<file path="src/rtl/serial_subtractor.sv">
// Bit-serial two's-complement subtractor: diff = a - b, LSB first, one bit
// per clock through a single borrow flop. Start/done handshake; results are
// held until the next operation completes.
module serial_subtractor #(
  parameter int N = 8
) (
  input  logic         clk,
  input  logic         rst_n,
  input  logic         start,
  input  logic [N-1:0] a,
  input  logic [N-1:0] b,
  output logic         busy,
  output logic         done,
  output logic [N-1:0] diff,
  output logic         borrow,
  output logic         overflow
);
  // One extra bit so the terminal count is representable for any N.
  localparam int            CW   = $clog2(N) + 1;
  localparam logic [CW-1:0] LAST = CW'(N - 1);

  typedef enum logic [1:0] {IDLE, SHIFT, DONE} state_t;

  state_t        state, state_nxt;
  logic [N-1:0]  sh_a, sh_b, res;
  logic [CW-1:0] cnt;
  logic          bin, a_msb, b_msb;
  logic          accept, last, d, bout;

  // Full-subtractor bit slice on the current LSBs.
  assign d    = sh_a[0] ^ sh_b[0] ^ bin;
  assign bout = (~sh_a[0] & sh_b[0]) | (~(sh_a[0] ^ sh_b[0]) & bin);
  assign last = (cnt == LAST);

  // State register; reset drops busy/done immediately via the decode below.
  always_ff @(posedge clk or negedge rst_n) begin
    if (!rst_n) state <= IDLE;
    else        state <= state_nxt;
  end

  // Next-state and handshake outputs; start only matters when not shifting.
  always_comb begin
    state_nxt = state;
    busy      = 1'b0;
    done      = 1'b0;
    accept    = 1'b0;
    case (state)
      IDLE: begin
        accept = start;
        if (start) state_nxt = SHIFT;
      end
      SHIFT: begin
        busy = 1'b1;
        if (last) state_nxt = DONE;
      end
      DONE: begin
        done      = 1'b1;
        accept    = start;
        state_nxt = start ? SHIFT : IDLE;
      end
      default: state_nxt = IDLE;
    endcase
  end

  // Operand capture, serial datapath and result registers.
  always_ff @(posedge clk or negedge rst_n) begin
    if (!rst_n) begin
      sh_a     <= '0;
      sh_b     <= '0;
      res      <= '0;
      cnt      <= '0;
      bin      <= 1'b0;
      a_msb    <= 1'b0;
      b_msb    <= 1'b0;
      diff     <= '0;
      borrow   <= 1'b0;
      overflow <= 1'b0;
    end else if (accept) begin
      sh_a  <= a;
      sh_b  <= b;
      res   <= '0;
      cnt   <= '0;
      bin   <= 1'b0;
      a_msb <= a[N-1];
      b_msb <= b[N-1];
    end else if (state == SHIFT) begin
      sh_a <= {1'b0, sh_a[N-1:1]};
      sh_b <= {1'b0, sh_b[N-1:1]};
      res  <= {d, res[N-1:1]};
      bin  <= bout;
      cnt  <= cnt + CW'(1);
      // Publish the whole result at once so it is never partially visible;
      // d on the last bit is the result MSB.
      if (last) begin
        diff     <= {d, res[N-1:1]};
        borrow   <= bout;
        overflow <= (a_msb ^ b_msb) & (d ^ a_msb);
      end
    end
  end
endmodule

</file>
<file path="config.mk">
export PLATFORM = sky130hd
export DESIGN_NAME = serial_subtractor
export DESIGN_NICKNAME = d
export VERILOG_FILES = /design/src/rtl/serial_subtractor.sv
export SDC_FILE = /design/constraint.sdc
export NUM_CORES = 1
export LEC_CHECK = 0
export CAP_MARGIN = 20
export CORE_ASPECT_RATIO = 0.8
export CORE_MARGIN = 2
export CORE_UTILIZATION = 40
export CTS_CLUSTER_SIZE = 40
export DETAILED_ROUTE_END_ITERATION = 10
export DONT_BUFFER_PORTS = 1
export GPL_TIMING_DRIVEN = 0
export HOLD_SLACK_MARGIN = 0.06
export RECOVER_POWER = 50
export SETUP_SLACK_MARGIN = 0.05
export SLEW_MARGIN = 30
export SYNTH_ARGS = -nofsm -noshare
export SYNTH_HDL_FRONTEND = slang
export SYNTH_SLANG_ARGS = --single-unit
</file>
<file path="constraint.sdc">
create_clock -name clk -period 1.8 [get_ports clk]
set_clock_uncertainty 0.2 [all_clocks]
set_input_delay 0.18 -clock clk [delete_from_list [all_inputs] [get_ports clk]]
set_output_delay 0.18 -clock clk [all_outputs]
set_load 0.005 [all_outputs]
</file>
==> reports/qor.txt, run 1 <==
Status = completed
Area delta synth->final = 23.9%
# clock sinks = 42
Kind of critical path = flip-flop to flip-flop
Final Util = 52.4%
DP Cell Count = 212
RSZ-0062 raised after global routing = yes
Reg area = 0.00105 sq mm
Worst path depth = 5
Slowest stage cell, crit path = dfrtp_1
Max_slew headroom = 31.1%
Post-route cell area = 0.00223 sq mm
RD Place Congestion = 0.823
Filler instances = 399
Drt pass-1 iters = 4
Layout Cells excl Fill = 246
Area contributors post-synth = dfrtp_1 58%, mux2_4 6.7%, nand2_1 6.5%
Row count = 21
Initial drt markers = 106
Count of cell types in the netlist = 32
FF-to-FF Start = state[1]
Die W = 79.0 microns
Synth Warn # = 0
Sw frac = 35.3%
CP Capture Point = diff[3]
Starting Density = 42.3%
R2r setup slk = 80 ps
Synth top cells by count = 42 x dfrtp_1, 31 x nand2_1, 13 x nor2_1
Synthesized cell area = 0.00180 sq mm
Main synth FF type = dfrtp_1
TNS Setup = 0 ps
Worst setup SP type = flip-flop
WL final = 3780 microns
Reg power frac = 44.5%
Number of flops mapped to enable cells by yosys = 0
First-pass GRT wire length = 6200 microns
Crit path largest cell delay = 400 ps
Worst VDD drop = 0.679 mV
Synth Register Bits = 42
GR Util All Layers = 16.1%
Pwr dens = 1670 mW/mm^2
N_diodes = 0
Sequential area share after synthesis = 58.4%
Number of port buffers = 0
R2r endpoint = diff[3]
Core Region = 0.00426 sq mm
Worst-path fanout max = 5
Setup violators final = 0
Detail Route Antenna Nets = 0
Min Tclk post-route = 1720 ps
Avg Cell Area, Syn = 11.6 sq um
Yosys top cell area share = 58.4%
Worst min-delay path class = primary input to flip-flop
Final Max Tran Viols = 0
Fin. Hold Viols = 0
Maximum root-to-sink buffer count = 2
Clock root cell = clkbuf_8
Placed instance area = 0.00187 sq mm
Min Hold Slack = 79.6 ps
Worst Path Buf+Inv = 2
Vias = 1284
CP delay by family, top = simple AND/OR/NAND/NOR gates
Async S/R FF share, synth = 100%
Combinational share of power = 39.3%
Die Height = 64.0 microns
Grt ovf = 0
Tightest Pin Transition = 1030 ps
Clk pwr share = 16.1%
Top-count cell post-synth = dfrtp_1
Number of I/O pins = 31
Setup ws final = 82.0 ps
Htree depth = 2
Antenna violations before repair = 0
Place WS = 38.0 ps
Leakage = 1.04 nW
Synth area leader = dfrtp_1
CP Data Arrival Time = 1710 ps
Sw Pwr = 1.32 mW
Critical path launch point = state[1]
Max Clk Rate = 582 MHz
Largest net degree at the start of global routing = 43
TritonCTS clock tree = built
Final HPWL DP = 2440 microns
Cell Chain, Critical Path = nand2b_4, inv_8, and4b_4, bufbuf_16, mux2_4
Synthesized net count = 176
Total power = 3.73 mW
Die ar. = 0.00505 sq mm
Int Power = 2.41 mW
Share of cells above drive strength 1 = 19.6%
Max Cap Violations = 0
Worst Path Required = 1790 ps
Wire per inst = 15.4 microns
CP endpoint kind = flip-flop
Vias in the first global route = 1242
Clock transition at path regs = 80 ps
Area of the multi-input gates = 669 sq um
Syn Inst Count = 155
R2r worst-path depth = 5
Cts bufs inserted = 5
Vias per cell = 5.22
Fin nets = 209
Fin crit share = 95.4%
Worst-Skew Late Latency = 290 ps
DRC = 0
worst min-delay path: cells and delay by family:
family	cells	cell delay [ps]
buf+inv	1	170
simple gates	2	140
compound gates	1	40
per-layer routing:
| metal | wire (microns) | vias up | global-route usage (%) |
|---|---|---|---|
| met5 | 0 | - | 0 |
| met4 | 37 | 0 | 5.17 |
| met3 | 178 | 5 | 4.38 |
| met2 | 1740 | 27 | 24.3 |
| met1 | 1820 | 654 | 22.6 |
| li1 | - | 598 | - |
how the worst min path moves through the flow:
stage,slack (ps),depth (start not counted),end,from
after CTS,70,4,sh_b[6],start
final,80,4,sh_b[1],start
after global placement,-310,0,diff[3],rst_n
after detailed placement,-310,0,diff[3],rst_n
after floorplan,-320,0,a_msb,rst_n
after global routing,110,4,sh_b[1],start
cell families after synthesis:
| logic type | share of synthesized area (%) |
|---|---|
| AOI/OAI and AO/OA | 11.3 |
| xor gates and xnor gates | 0.974 |
| adders and majority gates | 1.81 |
| buffers and inverters | 4.94 |
| DFF | 58.4 |
| muxes | 8.41 |
| and+or+nand+nor | 14.2 |
registers in the layout, indices dropped and copies added, names as in the netlist:
name      cells
b_msb         1
bin           1
cnt           4
borrow        1
diff          8
a_msb         1
sh_b          8
sh_a          8
res           7
overflow      1
state         2
cell type report:
| class | instances | share of cell area [%] |
|---|---|---|
| clock buffer | 6 | 3.25 |
| timing repair buffer | 27 | 12.2 |
| multi-input combinational | 99 | 30.0 |
| sequential | 42 | 47.1 |
| tap | 57 | 3.20 |
| inverter | 4 | 1.01 |
| clock inverter | 2 | 0.617 |
| buffer | 9 | 2.58 |
power groups by stage:
stage | Clock, mW | Sequential (mW) | Combinational [mW]
6_report | 0.603 | 1.66 | 1.47
5_1_grt | 0.657 | 1.72 | 1.64
4_1_cts | 0.615 | 1.67 | 1.40
3_5_place_dp | 0 | 1.68 | 1.29
3_3_place_gp | 0 | 1.66 | 1.23
2_1_floorplan | 0 | 1.59 | 1.07
placed cells by master (no fill, tap or decap), types with 3 or more instances in the layout:
cell           count
buf_2              4
dfrtp_1           42
mux2_4             8
nand2_1           31
inv_1              3
clkbuf_2           3
clkbuf_1           3
buf_4              7
nand3_1            3
clkbuf_8           5
a22oi_1            3
a22o_1            10
a31oi_1           10
nor2_1            13
dlygate4sd3_1     17
timing repair:
item,CTS,global route
gates resized for setup,2,4
setup endpoints to repair,8,17
hold buffers,18,0
endpoints found under the hold margin,60,0
buffers inserted,4,4
gates cloned,1,0
(Power assumes the default switching activity.)
==> run 2, diff against run 1 <==
Settings changed: CAP_MARGIN 20 to not set.
==> results of run 2 <==
No change in the layout: final DEF, timing and power equal those of run 1.
==> run 3, diff against run 2 <==
Settings changed: CORE_ASPECT_RATIO 0.8 to 2.
==> run 3 against run 2 <==
Sequential share of layout area down 1.4 points. Largest cell class unchanged. Critical path depth rose by 1. Count of clock-buffer cells in the layout shrank 1. Clock power rose by 47%. Total power rose by 7.8%. Flip-flop and latch count is the same. Non-clock buffer count is 3 higher. First-iteration DRC count fell by 52%. Fmax down 2.0%. Final cell count unchanged.
==> reports/qor.txt, run 3 (synthesized netlist as in run 1, its figures left out) <==
Status = completed
Vias per cell = 5.19
Largest net degree at the start of global routing = 43
Antenna violations before repair = 0
Min Hold Slack = 86.1 ps
Clock root cell = clkbuf_8
GR Util All Layers = 16.8%
Worst hold stages = 3
RSZ-0062 raised after global routing = yes
R2r worst-path depth = 6
Die ar. = 0.00508 sq mm
Final HPWL DP = 2530 microns
Wire per inst = 15.7 microns
CP endpoint kind = flip-flop
Vias in the first global route = 1355
Grt ovf = 0
TritonCTS clock tree = built
Maximum root-to-sink buffer count = 2
Number of port buffers = 0
# clock sinks = 42
Die W = 51.4 microns
CP Data Arrival Time = 1740 ps
Worst VDD drop = 1.04 mV
Worst path depth = 6
WL final = 3870 microns
Tightest Pin Transition = 1010 ps
RD Place Congestion = 0.754
Setup violators final = 0
Die Height = 98.8 microns
Max_slew headroom = 32.5%
Place WS = 27.4 ps
Kind of critical path = flip-flop to flip-flop
Cell Chain, Critical Path = nand2b_4, buf_6, clkinv_8, and4b_4, clkbuf_16, mux2_4
First-pass GRT wire length = 6470 microns
Slowest stage cell, crit path = dfrtp_1
Initial drt markers = 51
Area delta synth->final = 27.7%
Htree depth = 2
Fin nets = 212
Worst-Skew Late Latency = 290 ps
Most common cell after layout, fill and taps aside = dfrtp_1
Min Tclk post-route = 1750 ps
Commonest non-fill, non-tap cells in the layout = 42 x dfrtp_1, 31 x nand2_1, 18 x dlygate4sd3_1
Worst Path Buf+Inv = 3
Share of cells above drive strength 1 = 20.3%
Drt pass-1 iters = 4
Setup ws final = 46.4 ps
Detail Route Antenna Nets = 0
Worst min-delay path class = primary input to flip-flop
Worst-path fanout max = 6
DRC = 0
Top Registers = diff x8, sh_a x8, sh_b x8
Fin crit share = 97.4%
Number of I/O pins = 31
N_diodes = 0
Max Clk Rate = 570 MHz
Final Max Tran Viols = 0
Max Cap Violations = 0
Worst setup SP type = flip-flop
Clock transition at path regs = 80 ps
Fin. Hold Viols = 0
Pwr dens = 1750 mW/mm^2
Starting Density = 41.5%
Vias = 1277
Cts bufs inserted = 5
Worst Path Required = 1780 ps
Filler instances = 392
Leakage = 1.08 nW
Crit path largest cell delay = 390 ps
Row count = 34
CP delay by family, top = simple AND/OR/NAND/NOR gates
Core Region = 0.00434 sq mm
## run 3: cell types whose count changed in the layout (fill, tap and decap cells not counted), sizes merged
cell	before	now
dlygate4sd3	17	18
buf	13	15
inv	4	3
bufinv	0	2
bufbuf	1	0
## run 3: layout make-up
cell class              instances  area, sq um  area share, %
plain buffers                  10         68.8           3.00
clock buffers                   5         68.8           3.00
clock inverters                 3         68.8           3.00
inverters                       4         27.5           1.20
multi-input cells              99          667           29.0
flip-flops and latches         42         1050           45.8
well taps                      54         67.6           2.94
repair buffers                 29          278           12.1
## run 3: tightest hold or removal path: stages
cell     delay, ps
and2b_1        130
nor2_1          50
a22o_1         170
## run 3: where the power goes
group | internal (mW) | switching [mW] | leakage [nW] | total, mW
clock network | 0.556 | 0.329 | 0.0683 | 0.884
registers | 1.37 | 0.303 | 0.529 | 1.67
logic | 0.770 | 0.701 | 0.480 | 1.47
total | 2.69 | 1.33 | 1.08 | 4.03
## run 3: metal layers
layer	up-vias	track usage (%)	part of all wire, %
met5	-	0	0
met3	4	4.70	4.2
met1	635	20.7	40
li1	603	-	-
met2	35	27.4	55
met4	0	6.48	1.2
## run 3: timing repair
item | in CTS | in global routing
gates resized for setup | 0 | 5
buffers inserted | 3 | 6
hold endpoints to repair | 61 | 0
endpoints found under the setup margin | 8 | 17
hold buffers | 19 | 0
gates cloned | 0 | 1
pin swaps | 0 | 0
## run 3: per-stage QoR
step | power, mW | cell area, sq um | util, % | instances | TNS (ps)
final | 4.03 | 2300 | 52.9 | 246 | 0
after global routing | 4.31 | 2300 | 52.9 | 246 | -6.01
after CTS | 3.94 | 2230 | 51.3 | 239 | 0
after detailed placement | 2.98 | 1870 | 43.0 | 209 | 0
after global placement | 2.91 | 1870 | 43.0 | 209 | 0
after floorplan | 2.66 | 1800 | - | 155 | 0
## run 3: final timing paths
check	startpoint	to	slack, ps
hold / removal	start	cnt[1]	90
min in group asynchronous	rst_n	a_msb	390
setup / recovery	state[1]	diff[6]	50
setup reg to reg	state[1]	diff[6]	50
max in group asynchronous	rst_n	state[1]	380
hold reg to reg	bin	bin	290
